==> src/rtl/bat_bus_pkg.sv <==
// Shared encodings for the DATA-bus sequencer: opcodes, FSM states, RW levels.
package bat_bus_pkg;

  localparam logic [1:0] OP_MOVE     = 2'b00;
  localparam logic [1:0] OP_MOVE_INC = 2'b01;
  localparam logic [1:0] OP_INC      = 2'b10;
  localparam logic [1:0] OP_RSVD     = 2'b11;

  // RW level seen by a bus register: READ captures DATA, WRITE drives/holds.
  localparam logic RW_READ  = 1'b0;
  localparam logic RW_WRITE = 1'b1;

  typedef enum logic [2:0] {
    IDLE    = 3'd0,
    DRIVE   = 3'd1,
    CAPTURE = 3'd2,
    FINISH  = 3'd3,
    FAULT   = 3'd4
  } state_e;

endpackage

==> src/rtl/onehot_decode.sv <==
// Index-to-one-hot decoder. Out-of-range indices give an all-zero vector
// and valid_o=0 so the caller can reject the request.
module onehot_decode #(
  parameter int NUM_REGS  = 8,
  parameter int SEL_WIDTH = 4
) (
  input  logic [SEL_WIDTH-1:0] idx_i,
  input  logic                 en_i,
  output logic [NUM_REGS-1:0]  onehot_o,
  output logic                 valid_o
);

  localparam int               LIMIT_W = SEL_WIDTH + 1;
  localparam logic [SEL_WIDTH:0] LIMIT = LIMIT_W'(NUM_REGS);

  // Unsigned range check, one bit wider so NUM_REGS == 2**SEL_WIDTH still fits.
  assign valid_o = ({1'b0, idx_i} < LIMIT);

  generate
    for (genvar gi = 0; gi < NUM_REGS; gi++) begin : g_bit
      assign onehot_o[gi] = en_i && (idx_i == SEL_WIDTH'(gi));
    end
  endgenerate

endmodule

==> src/rtl/bus_sequencer.sv <==
// Control-side sequencer for the shared DATA bus. Takes one transfer request
// at a time, walks DRIVE -> CAPTURE -> FINISH (or FINISH / FAULT directly),
// and produces registered per-register ENABLE/RW/COUNT strobes so that at
// most one register ever drives the bus.
module bus_sequencer
  import bat_bus_pkg::*;
#(
  parameter int NUM_REGS  = 8,
  parameter int SEL_WIDTH = 4
) (
  input  logic                 CLOCK,
  input  logic                 RESET,
  input  logic                 REQ_VALID,
  output logic                 REQ_READY,
  input  logic [1:0]           REQ_OP,
  input  logic [SEL_WIDTH-1:0] REQ_SRC,
  input  logic [SEL_WIDTH-1:0] REQ_DST,
  output logic [NUM_REGS-1:0]  REG_EN,
  output logic [NUM_REGS-1:0]  REG_RW,
  output logic [NUM_REGS-1:0]  REG_COUNT,
  output logic                 DONE,
  output logic                 ERROR
);

  state_e              state_q, state_d;
  logic [NUM_REGS-1:0] src_oh_q, src_oh_d;
  logic [NUM_REGS-1:0] dst_oh_q, dst_oh_d;
  logic [1:0]          op_q, op_d;

  logic [NUM_REGS-1:0] reg_en_q, reg_en_d;
  logic [NUM_REGS-1:0] reg_rw_q, reg_rw_d;
  logic [NUM_REGS-1:0] reg_count_q, reg_count_d;
  logic                done_q, done_d;
  logic                error_q, error_d;

  logic                accept;
  logic                is_move;
  logic                src_ok;
  logic                dst_ok;
  logic                req_bad;
  logic [NUM_REGS-1:0] src_dec;
  logic [NUM_REGS-1:0] dst_dec;

  assign REQ_READY = (state_q == IDLE);
  assign accept    = REQ_VALID && REQ_READY;
  assign is_move   = (REQ_OP == OP_MOVE) || (REQ_OP == OP_MOVE_INC);

  onehot_decode #(
    .NUM_REGS  (NUM_REGS),
    .SEL_WIDTH (SEL_WIDTH)
  ) u_src_dec (
    .idx_i    (REQ_SRC),
    .en_i     (accept),
    .onehot_o (src_dec),
    .valid_o  (src_ok)
  );

  // The destination is meaningless for INC, so its one-hot stays empty there.
  onehot_decode #(
    .NUM_REGS  (NUM_REGS),
    .SEL_WIDTH (SEL_WIDTH)
  ) u_dst_dec (
    .idx_i    (REQ_DST),
    .en_i     (accept && is_move),
    .onehot_o (dst_dec),
    .valid_o  (dst_ok)
  );

  // A transfer onto itself would need two drivers' worth of RW, so it is rejected.
  assign req_bad = (REQ_OP == OP_RSVD) || !src_ok ||
                   (is_move && (!dst_ok || (REQ_SRC == REQ_DST)));

  // Next state and holding registers; the request is latched only on acceptance.
  always_comb begin
    state_d  = state_q;
    src_oh_d = src_oh_q;
    dst_oh_d = dst_oh_q;
    op_d     = op_q;
    case (state_q)
      IDLE: begin
        if (accept) begin
          src_oh_d = src_dec;
          dst_oh_d = dst_dec;
          op_d     = REQ_OP;
          if (req_bad) begin
            state_d = FAULT;
          end else if (REQ_OP == OP_INC) begin
            state_d = FINISH;
          end else begin
            state_d = DRIVE;
          end
        end
      end
      DRIVE:   state_d = CAPTURE;
      CAPTURE: state_d = FINISH;
      FINISH:  state_d = IDLE;
      FAULT:   state_d = IDLE;
      default: state_d = IDLE;
    endcase
  end

  // Output strobes are decoded from the upcoming state so they register in step with it.
  always_comb begin
    reg_en_d    = '0;
    reg_rw_d    = {NUM_REGS{RW_WRITE}};
    reg_count_d = '0;
    done_d      = 1'b0;
    error_d     = 1'b0;
    case (state_d)
      DRIVE: begin
        reg_en_d = src_oh_d;
      end
      CAPTURE: begin
        // Source keeps driving while the destination alone switches to capture.
        reg_en_d = src_oh_d | dst_oh_d;
        for (int i = 0; i < NUM_REGS; i++) begin
          if (dst_oh_d[i]) begin
            reg_rw_d[i] = RW_READ;
          end
        end
      end
      FINISH: begin
        done_d = 1'b1;
        if ((op_d == OP_MOVE_INC) || (op_d == OP_INC)) begin
          reg_count_d = src_oh_d;
        end
      end
      FAULT: begin
        error_d = 1'b1;
      end
      default: begin
      end
    endcase
  end

  // State, holding and output registers; reset aborts any transfer in flight.
  always_ff @(posedge CLOCK) begin
    if (RESET) begin
      state_q     <= IDLE;
      src_oh_q    <= '0;
      dst_oh_q    <= '0;
      op_q        <= OP_MOVE;
      reg_en_q    <= '0;
      reg_rw_q    <= {NUM_REGS{RW_WRITE}};
      reg_count_q <= '0;
      done_q      <= 1'b0;
      error_q     <= 1'b0;
    end else begin
      state_q     <= state_d;
      src_oh_q    <= src_oh_d;
      dst_oh_q    <= dst_oh_d;
      op_q        <= op_d;
      reg_en_q    <= reg_en_d;
      reg_rw_q    <= reg_rw_d;
      reg_count_q <= reg_count_d;
      done_q      <= done_d;
      error_q     <= error_d;
    end
  end

  assign REG_EN    = reg_en_q;
  assign REG_RW    = reg_rw_q;
  assign REG_COUNT = reg_count_q;
  assign DONE      = done_q;
  assign ERROR     = error_q;

endmodule

==> config.mk <==
export PLATFORM = sky130hd
export DESIGN_NAME = bus_sequencer
export DESIGN_NICKNAME = d
export VERILOG_FILES = /design/src/rtl/bat_bus_pkg.sv /design/src/rtl/onehot_decode.sv /design/src/rtl/bus_sequencer.sv
export SDC_FILE = /design/constraint.sdc
export NUM_CORES = 1
export LEC_CHECK = 0
export CAP_MARGIN = 25
export CELL_PAD_IN_SITES_DETAIL_PLACEMENT = 0
export CELL_PAD_IN_SITES_GLOBAL_PLACEMENT = 1
export CORE_ASPECT_RATIO = 1.2
export CORE_UTILIZATION = 33
export CTS_CLUSTER_DIAMETER = 100
export DETAILED_ROUTE_END_ITERATION = 6
export DONT_BUFFER_PORTS = 1
export GPL_TIMING_DRIVEN = 1
export PLACE_DENSITY = 0.7
export SYNTH_ARGS = -nofsm -noshare
export SYNTH_HDL_FRONTEND = slang
export SYNTH_SLANG_ARGS = --single-unit
==> constraint.sdc <==
create_clock -name CLOCK -period 2.45 [get_ports CLOCK]
set_input_delay 0.245 -clock CLOCK [delete_from_list [all_inputs] [get_ports CLOCK]]
set_output_delay 0.245 -clock CLOCK [all_outputs]
set_load 0.05 [all_outputs]
**Word level (Yosys, flattened, before mapping)**

Cells that the tools add are included.

- $mul: 0
- Shifts and indexed selects: 0
- Add/sub/neg operators: 0
- Bitwise logic cells: 4
- Mux-type cells: 21
- Div/mod/pow operators: 0
- $lt $le $gt $ge: 2
- Equality and inequality tests: 26
- Reductions and logical operators: 32

Operators with widths:

| kind | count |
|---|---|
| $eq 4x3->1 const B | 8 |
| $mux 8 | 4 |
| $logic_and 1x1->1 | 19 |
| $eq 4x2->1 const B | 4 |
| $pmux 8 s2 | 1 |
| $mux 1 | 10 |
| $eq 3x2->1 const B | 3 |
| $pmux 3 s3 | 1 |
| $eq 4x1->1 const B | 2 |
| $logic_not 4->1 | 2 |
| $lt 4x4->1 const B | 2 |
| $or 8x8->8 | 1 |
| $eq 2x2->1 const B | 3 |
| $eq 3x1->1 const B | 2 |
| $mux 2 | 3 |
| $mux 3 | 2 |
| $logic_or 1x1->1 | 5 |
| $eq 2x1->1 const B | 2 |
| $eq 4x4->1 | 1 |
| $eq 3x3->1 const B | 1 |
| $logic_not 3->1 | 1 |
| $not 1->1 | 3 |
| $reduce_or 3->1 | 1 |
| $logic_not 1->1 | 2 |
| 2 further kinds | 2 |

- Input port bits: 13
- Output and inout bits: 27
- Memory bits (read-only): 0
- Bits in writable memories: 0
- Memories kept: 0
- Latch bits: 0
- Word-level logic and storage cells: 94
- Register bits after elaboration: 47

**Logic depth before layout (Yosys ltp)**

Gate-level depths: netlist (run 1).

- Depth after elaboration: 11
- Gate-level depth with buffers: 7
- Gate-level depth less buffers: 4

**Cells and area by module**

From an unflattened synthesis (run 1), not the netlist that was laid out.

- Cells, all modules: 194
- Area, all modules: 1851.8 um^2

Modules (own cells, without submodules):

| module | times used | sequential area each (um^2) | area an instance (um^2) | cells each |
|---|---|---|---|---|
| bus_sequencer | 1 | 940.9 | 1704.1 | 166 |
| onehot_decode | 2 | 0.0 | 73.8 | 14 |

**Worst setup path before layout (run 1)**

Ideal clock, no wire load.

- Path kind: register to output
- Start: register state_q[0]
- End: output port REQ_READY
- Arrival: 1499 ps
- Stages on the path, launching flop included: 3
- Buffers on the path: 1
- Data required time: 2205 ps
- Setup slack: 706 ps
- Cells stage by stage: dfxtp_1 buf_6 nor3_1

- Cells in the longest elaborated chain, start to end: 1

Ends and longest elaborated chain:

| element | RTL line | source |
|---|---|---|
| start: declaration | bus_sequencer.sv:25 | `state_e state_q, state_d;` |
| start signal: assignment | bus_sequencer.sv:149 | `state_q <= state_d;` |
| $logic_not 3->1 | bus_sequencer.sv:44 | `assign REQ_READY = (state_q == IDLE);` |
| end: declaration | bus_sequencer.sv:14 | `output logic REQ_READY,` |

Every way passes these cells.

**Worst setup path after layout (run 1)**

- Start: register state_q[0]
- End: register reg_en_q[0] (netlist: REG_EN[0])

- Cells in the longest elaborated chain, start to end: 8
- Elaborated cells on any way between the ends: 17
- Those cells by class: 4 x eq/ne; 7 x mux; 1 x bitwise; 5 x reduce/logical

Ends and longest elaborated chain:

| element | RTL line | source |
|---|---|---|
| branches (longest 7 deep; another with $logic_not 3->1) | -- |  |
| $pmux 8 s2 * | bus_sequencer.sv:109 | `case (state_d)` |
| end signal: assignment | bus_sequencer.sv:153 | `reg_en_q <= reg_en_d;` |
| end: declaration | bus_sequencer.sv:30 | `logic [NUM_REGS-1:0] reg_en_q, reg_en_d;` |

Every way passes the cells marked *.
A chain may end at the register's enable or synchronous reset.

==> results of run 1 <==
registers in the layout, indices dropped and copies added, names as in the netlist:
name       count
DONE           1
REG_RW         8
src_oh_q       8
dst_oh_q       8
state_q        3
ERROR          1
op_q           2
REG_EN         8
REG_COUNT      8
final cells by class:
| type | instances | area share (%) |
|---|---|---|
| repair buffers | 4 | 1.79 |
| well taps | 62 | 3.97 |
| clock inverters | 1 | 0.448 |
| clock buffers | 7 | 4.41 |
| multi-input cells | 136 | 41.3 |
| flip-flops and latches | 47 | 48.1 |
per-stage QoR:
stage	power [mW]	hold slack (ns)	area, um2
6_report	1.41	0.0134	1960
5_1_grt	1.47	0.00546	1960
4_1_cts	1.42	0.00141	1940
3_5_place_dp	0.944	0.320	1840
3_3_place_gp	0.943	0.318	1840
2_1_floorplan	0.940	0.337	1830
worst max path at each step:
stage,from,endpoint,cells after the start,slack (ns)
after floorplan,state_q[0]$_SDFF_PP0_,REQ_READY,2,0.71
after global placement,state_q[0]$_SDFF_PP0_,REG_COUNT[4]$_SDFF_PP0_,4,0.73
after detailed placement,state_q[0]$_SDFF_PP0_,REG_COUNT[4]$_SDFF_PP0_,4,0.72
after CTS,state_q[0]$_SDFF_PP0_,REG_COUNT[4]$_SDFF_PP0_,4,0.71
after global routing,state_q[0]$_SDFF_PP0_,REG_EN[0]$_SDFF_PP0_,5,0.60
final,state_q[0]$_SDFF_PP0_,REG_EN[0]$_SDFF_PP0_,5,0.71
cells in the mapped netlist, types with 2 or more instances:
master	n
o31a_1	2
o21ai_1	2
nor2b_1	2
nand2b_1	6
nand2_1	24
buf_6	3
nor2_1	20
a21oi_1	22
a21o_1	6
o211ai_1	2
nor4_1	6
nand3_1	4
clkbuf_1	6
nand3b_1	2
and4b_1	2
xnor2_1	3
or4b_4	2
buf_2	4
o21ai_0	3
nand4_1	4
mux2i_1	2
dfxtp_1	47
nor3_1	10
cells by family (layout without fill, tap and decap cells):
group	after synthesis	after routing	share of synthesized area, %
AO/OA/AOI/OAI	43	43	15.3
AND/OR/NAND/NOR	87	87	25.9
flip-flops	47	47	51.4
multiplexers	2	2	1.09
buffers and inverters	14	12	4.45
XOR/XNOR	4	4	1.92
worst max-delay path: cells and delay by family (launching register included):
family                 cells  cell delay, ns
AND/OR/NAND/NOR            2            0.45
buffers and inverters      1            0.24
flip-flops                 1            0.41
AO/OA/AOI/OAI              1            0.11
multiplexers               1            0.40
power by group:
group | total, mW | internal (mW) | switching (mW)
Sequential | 0.805 | 0.777 | 0.0279
Combinational | 0.125 | 0.0460 | 0.0788
Clock | 0.481 | 0.231 | 0.250
Total | 1.41 | 1.05 | 0.356
metal layers:
metal | global-route usage, % | part of all wire, % | up-vias | wire length, um
met3 | 4.59 | 5.9 | 6 | 243
met5 | 0 | 0 | - | 0
li1 | - | - | 689 | -
met2 | 22.3 | 46 | 39 | 1890
met4 | 6.00 | 1.8 | 0 | 76
met1 | 19.5 | 47 | 621 | 1930
repair_timing:
action	CTS	global route
gates resized for setup	0	0
hold buffers	0	2
endpoints found under the setup margin	0	0
endpoints found under the hold margin	0	1
==> metrics.yaml, run 1 <==
global_route:
  overflow: 0
  grt_max_degree: 31
  grt_pass1_wl_um: 6780
  antenna_found_initial: 0
  grt.total_usage_pct: 14.8
  grt_pass1_vias: 1289
sta:
  drv_slew: 0
  worst_slack_ns: 0.707
  timing.slew.headroom_pct: 56.9
  max_freq_mhz: 574
  finalSetupViolations: 0
  final.setup.tns_ns: 0
  rsz0062_at_grt: "no"
  hold_violations: 0
  skew_ns: 0.00413
  min_period_over_period_pct: 71.1
  fin_crit_ns: 1.74
  tightest_slew_ns: 0.643
cts:
  cts_root_buf: "clkbuf_8"
  post_cts_buffers: 0
  clkTransAtPathRegs_ns: 0.08
  insertion_delay_ns: 0.29
  cts_tree: "done"
  cts_sinks: 47
  cts_made_buffers: 5
  clockBufferDepth: 2
  htree_levels: 2
setup_path:
  crit_chain: "nor4b_4 > buf_4 > mux2i_1 > nand3b_1 > o211ai_1"
  r2r_cells: 5
  cp_max_fo: 15
  cpPeakStageDelay_ns: 0.41
  rrSetupSlack_ns: 0.71
  r2r-start: "state_q[0]$_SDFF_PP0_"
  worst-setup-path-type: "reg -> reg"
  cp_slowest_cell: "dfxtp_1"
  required_ns: 2.61
  critPathArrivalTime_ns: 1.90
  rr_endpoint: "REG_EN[0]$_SDFF_PP0_"
  critPathCaptureType: "flop"
  start_kind: "flop"
logic_synthesis:
  netlist-cell-type-count: 36
  syn_area_um2: 1830
  syn_avg_cell_area_um2: 9.29
  synth_seq_cells: 47
  yosys-top-cells-area: "dfxtp_1 (51%), a21oi_1 (6.0%), nand2_1 (4.9%)"
  ys_warn_count: 0
  yosysSeqAreaShare_pct: 51.4
  yosysTopAreaCell: "dfxtp_1"
  synth_ff_type: "dfxtp_1"
  synthArstFlopShare_pct: 0
  syn_inst: 197
  synth_top_area_share_pct: 51.4
  synth_fp_nets: 210
  synth_edf_count: 0
final_layout:
  mostFrequentLayoutCell: "dfxtp_1"
  final_cell_mix: "dfxtp_1 (47), nand2_1 (24), a21oi_1 (22), nor2_1 (20), nor3_1 (10)"
  drive_above_1_share_pct: 8.21
  num_antenna_cells: 0
  fill_cells: 559
  multi_input_area_um2: 807
  final_util_pct: 36.9
  regArea_um2: 941
  fin_nets: 207
  finalNonFillerCells: 257
  syn2layout_area_growth_pct: 6.91
place:
  place_hpwl_um: 2870
  dp_worst_setup_slack_ns: 0.725
  portBuffers: 0
  dp.cells: 247
  place.gp.congestion: 0.808
run:
  max_cap_viol_count: 0
pwr:
  power_leakage_nw: 0.682
  powerDensity_nw_per_um2: 721
  peakVddDrop_uv: 275
routing:
  wl_um: 4140
  via_per_inst: 5.27
  wl_per_cell_um: 16.1
  drc: 0
  routed-via-count: 1355
  drt_iter0_drc: 68
  postRouteAntennaNets: 0
  dr.pass1.iters: 4
floorplan:
  initial_core_util_pct: 34.5
  die_w_um: 70.0
  io_pins: 40
  die_y_um: 83.6
  dieArea_um2: 5850
  core_area_um2: 5300
  placementRows: 29
hold_path:
  worstHoldPathCells: 1
  hp-start: "RESET"
  hold_end: "dst_oh_q[1]$_SDFF_PP0_"
  hold_path.class: "in -> reg"
status:
  status: "finished, final reports clean"
Note: power is estimated with default switching activity, not from simulation.
==> run 2, diff against run 1 <==
Clock period 2.45 ns to 1.8 ns, I/O delays scaled along.
==> metrics.yaml, run 2 (synthesis gave the netlist of run 1 again) <==
setup_path:
  worst-setup-path-type: "reg -> reg"
  required_ns: 1.98  # -0.63 ns
  r2r-start: "state_q[0]$_SDFF_PP0_"
  cp-endpoint: "REG_EN[0]$_SDFF_PP0_"
  rr_endpoint: "REG_EN[0]$_SDFF_PP0_"
  cpPeakStageDelay_ns: 0.44  # +0.03 ns
  crit_chain: "nor4b_4 > buf_4 > mux2i_1 > nand3b_1 > o211ai_1"
  critPathArrivalTime_ns: 1.87  # -0.03 ns
  critPathLaunch: "state_q[0]$_SDFF_PP0_"
  path_depth: 5  # unchanged
  critPathTopFamily: "simple AND/OR/NAND/NOR gates"
  rrSetupSlack_ns: 0.11  # -0.60 ns
  cp_max_fo: 15  # unchanged
  critPathCaptureType: "flop"
  crit_buf_inv: 1  # unchanged
  r2r_cells: 5  # unchanged
  cp_slowest_cell: "dfxtp_1"
  start_kind: "flop"
floorplan:
  core_area_um2: 5300  # unchanged
  io_pins: 40  # unchanged
  die_y_um: 83.6  # unchanged
  dieArea_um2: 5850  # unchanged
  placementRows: 29  # unchanged
  die_w_um: 70.0  # unchanged
  initial_core_util_pct: 34.5  # unchanged
pwr:
  peakVddDrop_uv: 427  # +56%
  powerDensity_nw_per_um2: 1020  # +41%
  total_power_mw: 2.05  # +46%
  power_leakage_nw: 0.712  # +4.4%
cts:
  clockBufferDepth: 2  # unchanged
  cts_root_buf: "clkbuf_8"
  cts_sinks: 47  # unchanged
  htree_levels: 2  # unchanged
  cts_made_buffers: 5  # unchanged
  cts_tree: "done"
  insertion_delay_ns: 0.30  # about the same
  clkTransAtPathRegs_ns: 0.08  # about the same
sta:
  max_freq_mhz: 591  # +3.0%
  hold_violations: 0  # unchanged
  skew_ns: 0.00639  # +0.00226 ns
  finalSetupViolations: 0  # unchanged
  worst_slack_ns: 0.109  # -0.599 ns
  min_period_over_period_pct: 94.0  # +23 points
  fin_crit_ns: 1.69  # -0.0514 ns
  timing.slew.headroom_pct: 46.5  # -10 points
  tightest_slew_ns: 0.799  # +0.156 ns
  drv_slew: 0  # unchanged
final_layout:
  fill_cells: 553  # -1.1%
  final_cell_mix: "dfxtp_1 (47), nand2_1 (24), a21oi_1 (22), nor2_1 (20), nor3_1 (10)"
  mostFrequentLayoutCell: "dfxtp_1"
  num_antenna_cells: 0  # unchanged
  drive_above_1_share_pct: 10.5  # +2.3 points
  regArea_um2: 941  # unchanged
  final_area_um2: 2020  # +3.3%
  fin_nets: 213  # +2.9%
  multi_input_area_um2: 821  # +1.7%
  syn2layout_area_growth_pct: 10.5
place:
  post_dp_cell_area_um2: 1860  # +1.2%
  place_hpwl_um: 2890  # +0.83%
  place.gp.congestion: 0.777  # -3.9%
  dp_worst_setup_slack_ns: 0.0882  # -0.637 ns
  portBuffers: 0  # unchanged
run:
  max_cap_viol_count: 0  # unchanged
global_route:
  grt.total_usage_pct: 14.7  # -0.032 points
  overflow: 0  # unchanged
  grt_max_degree: 31  # unchanged
  grt_pass1_vias: 1312  # +1.8%
  grt_pass1_wl_um: 6730  # -0.81%
  antenna_found_initial: 0  # unchanged
routing:
  routed-via-count: 1416  # +4.5%
  dr.pass1.iters: 4  # unchanged
  postRouteAntennaNets: 0  # unchanged
  wl_per_cell_um: 16.9  # +4.8%
  via_per_inst: 5.40  # +2.5%
  wl_um: 4420  # +6.8%
  drt_iter0_drc: 57  # -16%
  drc: 0  # unchanged
hold_path:
  hold_path.class: "in -> reg"
status:
  status: "finished, final reports clean"
## run 2: cell types whose count changed in the layout (fill, tap and decap cells not counted)
| cell | delta |
|---|---|
| buf_4 | +4 |
| bufinv_16 | +1 |
| clkbuf_1 | -1 |
| clkbuf_8 | -1 |
| clkinv_4 | -1 |
| clkinvlp_4 | +1 |
| dlygate4sd3_1 | +1 |
| or4b_4 | +1 |
## run 2: stage by stage
stage / TNS (ns) / utilization [%] / std cells / hold slack (ns)
global placement: 0 / 35.2 / 250 / 0.253
floorplan: 0 / - / 197 / 0.272
CTS: 0 / 37.7 / 260 / 0.0130
global route: -0.0000842 / 38.1 / 262 / 0.0151
detailed placement: 0 / 35.2 / 250 / 0.254
finish: 0 / 38.1 / 262 / 0.0186
## run 2: how the worst min path moves through the flow
| stage | cells after the start | end | from |
|---|---|---|---|
| 3_5_place_dp | 1 | op_q[1]$_SDFF_PP0_ | RESET |
| 3_3_place_gp | 1 | dst_oh_q[0]$_SDFF_PP0_ | RESET |
| 5_1_grt | 2 | op_q[1]$_SDFF_PP0_ | REQ_OP[1] |
| 2_1_floorplan | 1 | state_q[1]$_SDFF_PP0_ | RESET |
| 6_report | 2 | op_q[0]$_SDFF_PP0_ | REQ_OP[0] |
| 4_1_cts | 2 | op_q[1]$_SDFF_PP0_ | REQ_OP[1] |
## run 2: routing by layer
metal  track usage (%)  part of all wire, %  vias to the layer above
met5                 0                    0                        -
met4              4.91                  2.1                        0
met3              4.47                  4.9                        7
met2              23.3                   46                       31
met1              19.1                   47                      680
li1                  -                    -                      698
## run 2: final cells by class
class / instances / share of cell area (%)
flip-flops and latches: 47 / 46.6
multi-input cells: 137 / 40.6
well taps: 62 / 3.84
repair buffers: 9 / 3.72
clock buffers: 5 / 3.41
clock inverters: 2 / 1.86
## run 2: power breakdown
part           total (mW)  switching [mW]  internal [mW]
Combinational       0.197           0.121         0.0759
Sequential           1.10          0.0388           1.06
Clock               0.760           0.354          0.406
## run 2: timing repair
action	in CTS	in global routing
buffers inserted	0	1
hold endpoints to repair	22	0
endpoints found under the setup margin	0	6
hold buffers	3	0
gates resized for setup	0	1
